--- config.mk ---
export PLATFORM = sky130hd
export DESIGN_NAME = ppc405_dcr_ctrl
export DESIGN_NICKNAME = d
export VERILOG_FILES = /design/src/rtl/ppc405_dcr_ctrl.sv
export SDC_FILE = /design/constraint.sdc
export NUM_CORES = 1
export LEC_CHECK = 0
export ABC_AREA = 1
export CORE_ASPECT_RATIO = 2
export CORE_MARGIN = 8
export CORE_UTILIZATION = 25
export CTS_BUF_LIST = sky130_fd_sc_hd__clkbuf_16
export DETAILED_ROUTE_END_ITERATION = 8
export DONT_BUFFER_PORTS = 1
export PLACE_DENSITY_LB_ADDON = 0.15
export SETUP_SLACK_MARGIN = 0.5
export SYNTH_ARGS = -nofsm -noshare
export SYNTH_HDL_FRONTEND = slang
export SYNTH_SLANG_ARGS = --single-unit
--- constraint.sdc ---
create_clock -name DCRCLK -period 1.6 [get_ports DCRCLK]
set_input_delay 0.16 -clock DCRCLK [delete_from_list [all_inputs] [get_ports DCRCLK]]
set_output_delay 0.16 -clock DCRCLK [all_outputs]
set_load 0.005 [all_outputs]
--- src/rtl/ppc405_dcr_ctrl.sv ---
// DCR bus controller: decodes the PPC405 DCR master request onto four one-hot slave strobes,
// bounds each access with a timeout and returns a one-cycle ACK. Optional macro: PPC405_DCR_ERRLOG_EN.
module ppc405_dcr_ctrl #(
    parameter int unsigned TIMEOUT_CYC = 16,
    parameter logic [0:31] TO_RDDATA   = 32'h0000_0000
) (
    input  logic          DCRCLK,
    input  logic          DCRRSTNEG,
    input  logic          C405DCRREAD,
    input  logic          C405DCRWRITE,
    input  logic [0:9]    C405DCRABUS,
    input  logic [0:31]   C405DCRDBUSOUT,
    output logic          DCRC405ACK,
    output logic [0:31]   DCRC405DBUSIN,
    output logic          DCRTIMEOUT,
    output logic [0:3]    SLVDCRREAD,
    output logic [0:3]    SLVDCRWRITE,
    output logic [0:7]    SLVDCRABUS,
    output logic [0:31]   SLVDCRDBUS,
    input  logic [0:3]    SLVDCRACK,
    input  logic [0:127]  SLVDCRRDDBUS
`ifdef PPC405_DCR_ERRLOG_EN
    ,
    output logic [0:9]    DCRERRADDR,
    output logic [0:7]    DCRERRCNT
`endif
);

    typedef enum logic [1:0] {IDLE, ACCESS, DONE, RELEASE} state_t;

    state_t      state_q, state_d;
    logic [1:0]  sel_q, sel_d;
    logic        wr_q, wr_d;
    logic [7:0]  count_q;
    logic        timeout_d;
    logic        proto_err;
    logic        slv_ack;
    logic        terminal;
    logic        req_none;
    logic [0:31] rd_slice;
    logic [0:3]  strobe_d;

    assign req_none  = !C405DCRREAD && !C405DCRWRITE;
    assign proto_err = (state_q == IDLE) && C405DCRREAD && C405DCRWRITE;
    assign slv_ack   = SLVDCRACK[sel_q];
    assign terminal  = (count_q == 8'(TIMEOUT_CYC - 1));

    always_comb begin
        rd_slice = SLVDCRRDDBUS[0:31];
        case (sel_q)
            2'd1:    rd_slice = SLVDCRRDDBUS[32:63];
            2'd2:    rd_slice = SLVDCRRDDBUS[64:95];
            2'd3:    rd_slice = SLVDCRRDDBUS[96:127];
            default: rd_slice = SLVDCRRDDBUS[0:31];
        endcase
    end

    // A selected-slave ack is checked before the terminal count so it wins a tie.
    always_comb begin
        state_d   = state_q;
        sel_d     = sel_q;
        wr_d      = wr_q;
        timeout_d = 1'b0;
        case (state_q)
            IDLE: begin
                if (proto_err) begin
                    state_d = DONE;
                end else if (C405DCRREAD || C405DCRWRITE) begin
                    state_d = ACCESS;
                    sel_d   = C405DCRABUS[0:1];
                    wr_d    = C405DCRWRITE;
                end
            end
            ACCESS: begin
                if (slv_ack) begin
                    state_d = DONE;
                end else if (terminal) begin
                    state_d   = DONE;
                    timeout_d = 1'b1;
                end else if (req_none) begin
                    state_d = IDLE;
                end
            end
            DONE:    state_d = RELEASE;
            RELEASE: if (req_none) state_d = IDLE;
            default: state_d = IDLE;
        endcase
        strobe_d = (state_d == ACCESS) ? (4'b1000 >> sel_d) : 4'b0000;
    end

    always_ff @(posedge DCRCLK or negedge DCRRSTNEG) begin
        if (!DCRRSTNEG) begin
            state_q       <= IDLE;
            sel_q         <= 2'd0;
            wr_q          <= 1'b0;
            count_q       <= 8'd0;
            SLVDCRREAD    <= 4'b0000;
            SLVDCRWRITE   <= 4'b0000;
            SLVDCRABUS    <= 8'h00;
            SLVDCRDBUS    <= 32'h0;
            DCRC405ACK    <= 1'b0;
            DCRTIMEOUT    <= 1'b0;
            DCRC405DBUSIN <= 32'h0;
        end else begin
            state_q     <= state_d;
            sel_q       <= sel_d;
            wr_q        <= wr_d;
            SLVDCRREAD  <= wr_d ? 4'b0000 : strobe_d;
            SLVDCRWRITE <= wr_d ? strobe_d : 4'b0000;
            DCRC405ACK  <= (state_d == DONE);
            DCRTIMEOUT  <= timeout_d;
            if (state_q != ACCESS)
                count_q <= 8'd0;
            else if (count_q != 8'hFF)
                count_q <= count_q + 8'd1;
            if (state_q == IDLE && state_d == ACCESS) begin
                SLVDCRABUS <= C405DCRABUS[2:9];
                SLVDCRDBUS <= C405DCRDBUSOUT;
            end
            // Writes echo the latched write data back to the core.
            if (proto_err || timeout_d)
                DCRC405DBUSIN <= TO_RDDATA;
            else if (state_q == ACCESS && slv_ack)
                DCRC405DBUSIN <= wr_q ? SLVDCRDBUS : rd_slice;
        end
    end

`ifdef PPC405_DCR_ERRLOG_EN
    always_ff @(posedge DCRCLK or negedge DCRRSTNEG) begin
        if (!DCRRSTNEG) begin
            DCRERRADDR <= 10'h000;
            DCRERRCNT  <= 8'h00;
        end else if (proto_err || timeout_d) begin
            DCRERRADDR <= proto_err ? C405DCRABUS : {sel_q, SLVDCRABUS};
            if (DCRERRCNT != 8'hFF)
                DCRERRCNT <= DCRERRCNT + 8'd1;
        end
    end
`endif

endmodule

---- Word-level counts from Yosys, hierarchy flattened ----
Cells that the tools add are included.
operators by class
  eq/ne operators ......................... 11
  shifts and indexed selects .............. 1
  div/mod/pow operators ................... 0
  $mul .................................... 0
  order comparisons ....................... 1
  bitwise gates (word level) .............. 1
  muxes and demuxes ....................... 27
  reductions and logical operators ........ 12
  $add $sub $neg .......................... 1
operator list
  kind                                                                     number
  32-bit 2-to-1 mux                                                        3
  32-bit one-hot mux with 3 select lines                                   1
  2-bit 2-to-1 mux                                                         8
  8-bit 2-to-1 mux                                                         2
  4-bit 2-to-1 mux                                                         3
  2-bit equality test, second input constant                               5
  8-bit by 1-bit adder with 8-bit output, second input constant            1
  8-bit by 4-bit equality test with 1-bit output, second input constant    1
  1-bit 2-to-1 mux                                                         8
  8-bit inequality test, second input constant                             1
  2-bit one-hot mux with 4 select lines                                    1
  2-bit by 1-bit equality test with 1-bit output, second input constant    3
  1-bit logical AND                                                        5
  2-bit nonzero test                                                       2
  4-bit by 2-bit right shift with 4-bit output, first input constant       1
  3-bit greater-or-equal comparator, second input constant                 1
  2-bit NOT with 3-bit output                                              1
  1-bit binary-select mux with 2-bit select                                1
  1-bit logical NOT                                                        2
  2-bit logical NOT                                                        1
  1-bit logical OR                                                         2
  2-bit by 1-bit inequality test with 1-bit output, second input constant  1
storage, ports and cells
  memory bits (writable) .................. 0
  logic and storage cells ................. 65
  ROM bits ................................ 0
  bits of input ports ..................... 178
  memories ................................ 0
  register bits after elaboration ......... 95
  bits in latches ......................... 0

---- Longest topological paths before layout ----
Gate-level depths: netlist (run 1).
  depth in word-level cells ............... 9
  mapped depth ............................ 9
  depth with buffers taken out ............ 9

---- Worst setup path before layout (run 1) ----
No wires, ideal clock.
  kind .................................... register to register
  start ................................... reg count_q[1]
  end ..................................... reg DCRC405DBUSIN[0] (netlist bit)
  data required time ...................... 1.475 ns
  setup slack ............................. 0.215 ns
  cell stages (with the launch flop) ...... 8
  clock period less this slack ............ 1.385 ns
  path buffers ............................ 1
  data arrival time ....................... 1.260 ns
  path through ............................ dfrtp_1 > ha_1 > nand3_1 > nor2_1 > nand3_1 > nand3_2 > buf_6 > o21ai_2
between the ends
  longest elaborated chain between the ends .. 6
  elaborated cells between the ends (all ways) .. 7
  those cells by class .................... 1 x eq/ne; 4 x mux; 2 x reduce/logical
ends and longest elaborated chain
  element                                                  RTL line  text
  start: declaration                                       34        logic [7:0] count_q;
  start signal: assignment                                 115       count_q <= count_q + 8'd1;
  8-bit by 4-bit equality test with 1-bit output (*)       46        assign terminal = (count_q == 8'(TIMEOUT_CYC - 1));
  1-bit 2-to-1 mux (*)                                     77        end else if (terminal) begin
  1-bit 2-to-1 mux (*)                                     75        if (slv_ack) begin
  1-bit 2-to-1 mux (*)                                     64        case (state_q)
  1-bit logical OR (*)                                     121       if (proto_err || timeout_d)
  32-bit 2-to-1 mux or 2-bit nonzero test (tied branches)  --
  end signal: assignment                                   124       DCRC405DBUSIN <= wr_q ? SLVDCRDBUS : rd_slice;
  end: declaration                                         14        output logic [0:31] DCRC405DBUSIN,
Mark *: on every way between the ends. The rest lies on a longest branch, timed or not.
A chain may end at the register's enable or synchronous reset.

---- Final worst setup path (run 1) ----
  start ................................... reg sel_q[0]
  end ..................................... reg DCRC405DBUSIN[19] (netlist bit)
between the ends
  longest elaborated chain between the ends .. 8
  elaborated cells between the ends (all ways) .. 16
  those cells by class .................... 3 x eq/ne; 9 x mux; 1 x bitwise; 3 x reduce/logical
ends and longest elaborated chain
  element                                                  RTL line  text
  start: declaration                                       32        logic [1:0] sel_q, sel_d;
  start signal: assignment                                 106       sel_q <= sel_d;
  2-bit NOT with 3-bit output (implied by the code)        45        assign slv_ack = SLVDCRACK[sel_q];
  1-bit binary-select mux with 2-bit select                45
  1-bit 2-to-1 mux (implied by the code) (2 in a row)      45
  1-bit 2-to-1 mux                                         75
  1-bit 2-to-1 mux                                         64
  1-bit logical OR                                         121
  32-bit 2-to-1 mux or 2-bit nonzero test (tied branches)  --
Several ways; a longest one is shown, not always the timed one. The select of a mux whose other input is x is not followed.

==> results of run 1 <==
## power by group
group          internal (mW)  switching (mW)  total [mW]  leakage [nW]
clock                   1.20           0.956        2.16         0.144
sequential              3.36            1.27        4.63          1.21
combinational           2.80            3.86        6.66          1.87
## what timing repair did
item | in CTS | in global routing
endpoints found under the hold margin | 137 | 95
endpoints found under the setup margin | 95 | 95
gates resized for setup | 37 | 163
gates cloned | 4 | 7
setup buffers | 11 | 11
pin swaps | 5 | 26
## cells by family after synthesis
family,after synthesis
and+or+nand+nor,317
AOI/OAI and AO/OA,117
buffers and inverters,102
DFF,95
adders and majority gates,1
## sequential cells by signal, summed over array words and instances (netlist names)
| name | cells |
|---|---|
| state_q | 2 |
| DCRC405DBUSIN | 32 |
| count_q | 8 |
| DCRTIMEOUT | 1 |
| SLVDCRREAD | 4 |
| DCRC405ACK | 1 |
| sel_q | 2 |
| SLVDCRABUS | 8 |
| SLVDCRDBUS | 32 |
| SLVDCRWRITE | 4 |
| wr_q | 1 |
## worst min path at each step
stage	to	slack, ns	cells after the start
floorplan	DCRC405ACK	-0.14	0
global placement	SLVDCRDBUS[15]	-0.13	0
detailed placement	SLVDCRDBUS[15]	-0.13	0
CTS	SLVDCRDBUS[15]	-0.53	0
global route	SLVDCRDBUS[17]	-0.54	0
finish	SLVDCRDBUS[15]	-0.51	0
## layer usage
layer  part of all wire  vias up  track usage
li1                   -     2293            -
met2               0.51      237       0.2791
met4              0.020        0      0.06102
met3               0.12       23      0.07240
met1               0.35     2373       0.1668
met5                  0        -            0
## critical path, cell delays in order (launching register included)
cell and delay, ns:
dfrtp_2 0.48, nor2_4 0.16, nand2_2 0.07, nand2_4 0.08, nor2_4 0.04, nand3_2 0.09
nand3_4 0.12, buf_12 0.16, buf_16 0.13, o21ai_2 0.10
## cells in the mapped netlist, types with 2 or more instances
library cell	count	area (sq um)
a31oi_1	2	12.51
o21ai_0	10	50.05
a211oi_1	2	15.01
o21ai_2	30	262.8
nor2_1	23	86.33
a21oi_1	36	180.2
o211ai_1	32	240.2
dfrtp_1	95	2377
nand2_1	146	548.0
clkbuf_1	22	82.58
buf_6	5	56.30
inv_2	3	11.26
buf_4	2	15.01
inv_1	52	195.2
nor3_1	2	10.01
nand4_1	33	206.5
buf_1	2	7.510
buf_2	16	80.08
nand3_1	109	545.5
nor2_4	2	22.52
## layout by cell type (no fill, tap or decap), drive strengths merged
| cell type | n |
|---|---|
| a21oi | 37 |
| dlygate4sd3 | 42 |
| bufinv | 1 |
| dfrtp | 95 |
| nand2 | 148 |
| o211ai | 32 |
| clkinvlp | 2 |
| a211oi | 2 |
| nor3 | 2 |
| nand3 | 110 |
| clkinv | 2 |
| a22oi | 1 |
| a21boi | 1 |
| buf | 51 |
| nand4 | 33 |
| nor2 | 25 |
| ha | 1 |
| a31oi | 2 |
| clkbuf | 14 |
| o21ai | 41 |
| a41oi | 1 |
| inv | 57 |
## metrics by stage
step	worst slack (ns)	utilization	total power [mW]	instance area [sq um]
finish	0.08898	0.3657	13.45	7382
global route	0.01627	0.3657	14.42	7382
CTS	0.06032	0.3253	12.41	6565
detailed placement	0.05917	0.2736	9.573	5523
global placement	0.08337	0.2736	9.538	5523
floorplan	0.2440	-	7.806	5202
## cell type report
cell class,count,area [sq um],area share
clock buffer,9,225.2,0.03051
tap,266,332.8,0.04508
multi-input combinational,436,2935,0.3976
clock inverter,7,66.31,0.008983
timing repair buffer,98,1229,0.1664
sequential,95,2382,0.3227
inverter,55,211.5,0.02864
==> reports/results.txt, run 1 <==
Fmax: 0.6618 GHz
I/O Buffers: 0
CTS hold repair buffers: 42
DRC errors left: 0
Proportion of synthesized area in mux cells: 0
Clock-pin slew reported for the worst setup and hold paths after clock tree synthesis: 0.07 ns
Overall die width: 116.8 um
Mean instance size in the synthesized netlist: 8.042 sq um
Summed instance area of the synthesized netlist: 5082 sq um
Fin crit share: 0.9444
Hold Path Class: in -> async
Area share of xor/xnor cells in the synthesized design: 0
Antenna violations before repair: 0
Site row count: 74
TritonCTS clock tree: built
Number of storage elements in the synthesis netlist: 95
Max Transition Viols Final: 0
Endpoint of the lowest-slack register-to-register path: DCRC405DBUSIN[19]
Worst path required time: 1.89 ns
Count of inserted antenna diode cells: 0
Total congestion overflow: 0
Maximum buffer depth of the clock tree: 2
Iteration-0 DRC Markers: 162
Vias in the first global route: 5,059
Critical Path Source: sel_q[0]
H-tree level count: 3
Worst reg2reg startpoint: sel_q[0]
Nets in the synthesized netlist: 811
Slew at the pin closest to its max-slew limit: 0.5338 ns
Number of routed nets with antenna violations: 0
Max-capacitance violation count: 0
Capture point of the worst path: DCRC405DBUSIN[19]
Pin count of the biggest net entering global routing: 96
Setup crit start kind: flip-flop
Share of layout cells above drive strength 1: 0.3457
Crit path kind: reg -> reg
Hold Slack: -0.5073 ns
Max_slew headroom: 0.6437
Area grow syn2layout: 45.25%
Post-DP HPWL: 14.92 mm
Worst endpoint data arrival time: 1.80 ns
Weighted congestion reported at the end of routability-driven placement: 0.8465
Via count: 4,926
Leakage: 3.226 nW
Commonest register cell after synthesis: dfrtp_1
Post-placement cell count: 875
Cts bufs inserted: 9
Highest fanout seen on the critical path: 6
Layout Nets: 874
Largest vdd supply drop: 0.0006966 V
Final period demand of the worst path: 1.511 ns
Clock root buffer: clkbuf_16
Endpoints failing setup: 0
Post-Route WL: 22.19 mm
Number of synthesized flops with an enable pin: 0
Ratio of total power to cell area: 1822 nW/um^2
Full die area: 25,420 sq um
Synth Area in Simple Gates: 0.2824
Wirelength per Cell: 22.97 um
I/O Pins: 260
Final-report hold violation count: 95
Status: complete, but fails checks
Adder-Cell Fraction of Synth Area: 0.002462
Clock latency on the worst-skew pair: 0.36 ns
Depth of the most critical reg-to-reg path: 9
Placeable core region: 20,180 sq um
Main combinational cell family by area after synthesis: simple AND/OR/NAND/NOR gates
Chip height: 217.6 um
Setup repair after global routing missed its margin: yes
Final non-filler cell total: 966
Fraction of the mapped netlist area in compound gates: 0.1593
Worst setup EP type: flip-flop
Violations in the final reports: hold timing
Filler Cell Count: 2,102
Fraction of the yosys area taken by sequential cells: 0.4677
Instance count of the mapped netlist: 632
Yosys cell types: 28
Via density: 5.099
Count of warnings emitted by yosys: 0
Sum of negative setup slack: 0 ns
Post-Route Skew: 0.01012 ns
Initial cell density of the core: 0.2518
Reg2Reg Setup Slack: 0.09 ns
Global-route total usage across every layer: 0.1620
Initial DRT Pass Iterations: 6
Clock Sinks: 95
Global-route wire length before repair: 30.58 mm
Share of synthesized flip-flops with an asynchronous set or reset: 1.000
No activity file was read; power rests on OpenSTA's default activity.
==> run 2: changes to the inputs <==
CORE_UTILIZATION = 52   (was 25)
==> run 2 against run 1 <==
The run ends with hold timing, setup timing left; fmax decreased by 6.1%; final area decreased by 2.4%; clock power increased by 4%; register-to-register slack got worse by 0.098 ns; utilization increased by 38 points; non-clock buffer count increased by 1; sequential share of layout area increased by 0.80 points; die area decreased by 47%; sequential power decreased by 1%; critical path depth decreased by 3; first-iteration DRC count increased to 2.5 times the previous value; largest power group unchanged; highest routed layer unchanged.
==> reports/results.txt, run 2 (synthesized netlist as in run 1, its figures left out) <==
Status: complete, but fails checks (unchanged)
Violations in the final reports: hold timing, setup timing (was hold timing)
Global-route total usage across every layer: 0.2788 (was 0.1620)
Leading registers by flop count: DCRC405DBUSIN x32, SLVDCRDBUS x32 (unchanged)
Cts bufs inserted: 9 (unchanged)
Max-capacitance violation count: 0 (unchanged)
Clock latency on the worst-skew pair: 0.35 ns (was 0.36 ns)
Final Cell Area: 7203 sq um (was 7382 sq um)
Total power after layout: 13.45 mW (about the same)
Highest fanout seen on the critical path: 8 (was 6)
Placeable core region: 9635 sq um (was 20,180 sq um)
Antenna violations before repair: 0 (unchanged)
Via density: 6.405 (was 5.099)
Fin crit share: 1.005 (was 0.9444)
I/O Buffers: 0 (unchanged)
Weighted congestion reported at the end of routability-driven placement: 0.9353 (was 0.8465)
Filler Cell Count: 645 (was 2,102)
Max Transition Viols Final: 0 (unchanged)
Hold Slack: -0.5005 ns (was -0.5073 ns)
Count of inserted antenna diode cells: 0 (unchanged)
Ratio of total power to cell area: 1867 nW/um^2 (was 1822 nW/um^2)
Pin count of the biggest net entering global routing: 96 (unchanged)
Site row count: 51 (was 74)
H-tree level count: 3 (unchanged)
Overall die width: 85.91 um (was 116.8 um)
Vias in the first global route: 4,950 (was 5,059)
Final period demand of the worst path: 1.609 ns (was 1.511 ns)
Largest vdd supply drop: 0.001520 V (was 0.0006966 V)
Routed length on met1: 7.030 mm (was 7.798 mm)
Buffer and inverter count on the worst path: 1 (was 2)
Wire length on met2: 10.93 mm (was 11.27 mm)
Layout Nets: 875 (was 874)
I/O Pins: 260 (unchanged)
Setup slack at placement: -0.07265 ns (was 0.05917 ns)
Fmax: 0.6216 GHz (was 0.6618 GHz)
Crit path kind: reg -> reg (unchanged)
Multi-input combinational cell area: 2854 sq um (was 2935 sq um)
Initial cell density of the core: 0.5275 (was 0.2518)
Setup crit start kind: flip-flop (unchanged)
Final-report hold violation count: 95 (unchanged)
TritonCTS clock tree: built (unchanged)
Worst setup EP type: flip-flop (unchanged)
Endpoints failing setup: 1 (was 0)
Maximum buffer depth of the clock tree: 2 (unchanged)
Crit-path max cell delay: 0.47 ns (was 0.48 ns)
Met3 Wirelength: 2.269 mm (was 2.686 mm)
CTS hold repair buffers: 42 (unchanged)
Post-layout worst setup margin: -0.008733 ns (was 0.08898 ns)
Slew at the pin closest to its max-slew limit: 0.3726 ns (was 0.5338 ns)
Most common library cell in the layout ignoring fill and taps: nand3_1 (unchanged)
Setup repair after global routing missed its margin: yes (unchanged)
CP Cell Sequence: nand3_1, nand2_2, o21ai_4, nand3_4, buf_8, o21ai_2 (was nor2_4, nand2_2, nand2_4, nor2_4, nand3_2, nand3_4, buf_12, buf_16, o21ai_2)
Clock Sinks: 95 (unchanged)
Post-Route WL: 21.44 mm (was 22.19 mm)
Final non-filler cell total: 833 (was 966)
Worst path required time: 1.88 ns (was 1.89 ns)
Sum of negative setup slack: -0.008733 ns (was 0 ns)
Clock-pin slew reported for the worst setup and hold paths after clock tree synthesis: 0.07 ns (about the same)
Via count: 5,335 (was 4,926)
Wirelength per Cell: 25.74 um (was 22.97 um)
Leakage: 3.322 nW (was 3.226 nW)
Share of layout cells above drive strength 1: 0.3167 (was 0.3457)
Crit-path leading delay family: simple AND/OR/NAND/NOR gates (unchanged)
Worst endpoint data arrival time: 1.89 ns (was 1.80 ns)
Number of routed nets with antenna violations: 0 (unchanged)
Final design utilization: 0.7476 (was 0.3657)
Sequential cell area: 2382 sq um (unchanged)
Top layer reached by signal wires: met4 (unchanged)
Commonest cells after routing, fill and taps aside: 97 x nand3_1, 91 x dfrtp_1, 73 x nand2_1 (was 96 x nand3_1, 91 x dfrtp_1, 57 x nand2_1)
Post-placement cell count: 735 (was 875)
Global-route wire length before repair: 28.52 mm (was 30.58 mm)
Area post-placement: 5273 sq um (was 5523 sq um)
DRC errors left: 0 (unchanged)
Max stage delay cell, worst path: dfrtp_2 (unchanged)
Full die area: 13,380 sq um (was 25,420 sq um)
Post-Route Skew: 0.01040 ns (was 0.01012 ns)
Chip height: 155.8 um (was 217.6 um)
Post-DP HPWL: 13.38 mm (was 14.92 mm)
Max_slew headroom: 0.7516 (was 0.6437)
Initial DRT Pass Iterations: 7 (was 6)
Iteration-0 DRC Markers: 408 (was 162)
Total congestion overflow: 0 (unchanged)
Area grow syn2layout: 41.73% (was 45.25%)
Hold Path Class: in -> async (unchanged)
Clock root buffer: clkbuf_16 (unchanged)
## run 2: changes by cell type in the layout (fill, tap and decap cells not counted), moves of 3 or more
cell,delta
nand2_4,-8
nor2_2,-3
nand2_2,-9
nand2_1,+16
buf_12,-3
## run 2: final timing paths
| check | from | end | slack [ns] | depth (start not counted) |
|---|---|---|---|---|
| max | sel_q[1] | DCRC405DBUSIN[17] | -0.009 | 6 |
| min | DCRRSTNEG | SLVDCRDBUS[10] | -0.50 | 0 |
| max reg2reg | sel_q[1] | DCRC405DBUSIN[17] | -0.009 | 6 |
| min reg2reg | SLVDCRABUS[7] | SLVDCRABUS[7] | 0.53 | 2 |
| max in group asynchronous | DCRRSTNEG | sel_q[0] | 1.91 | 0 |
| min in group DCRCLK | SLVDCRRDDBUS[12] | DCRC405DBUSIN[12] | 0.11 | 4 |
## run 2: final cells by class
cell class | instances | share of cell area
Sequential cell | 95 | 0.3307
Tap cell | 132 | 0.02293
Clock inverter | 7 | 0.01146
Clock buffer | 9 | 0.03127
Inverter | 55 | 0.03075
Multi-Input combinational cell | 435 | 0.3962
Timing Repair Buffer | 99 | 0.1751
Timing Repair inverter | 1 | 0.001563
## run 2: timing repair
action	4_1_cts	5_1_grt
cloned	6	6
endpoints found under the setup margin	95	95
pin swaps	11	51
setup buffers	16	12
endpoints found under the hold margin	137	95
resized for setup	58	132
## run 2: where the power goes
part	switching, mW	total, mW	leakage, nW	internal, mW
registers	1.21	4.57	1.21	3.36
logic	3.93	6.63	1.95	2.70
clock network	0.901	2.25	0.157	1.35
## run 2: per-layer routing
metal	vias up	global-route usage
li1	2293	-
met1	2559	0.3025
met2	384	0.4732
met3	99	0.07546
met4	0	0.1566
met5	-	0
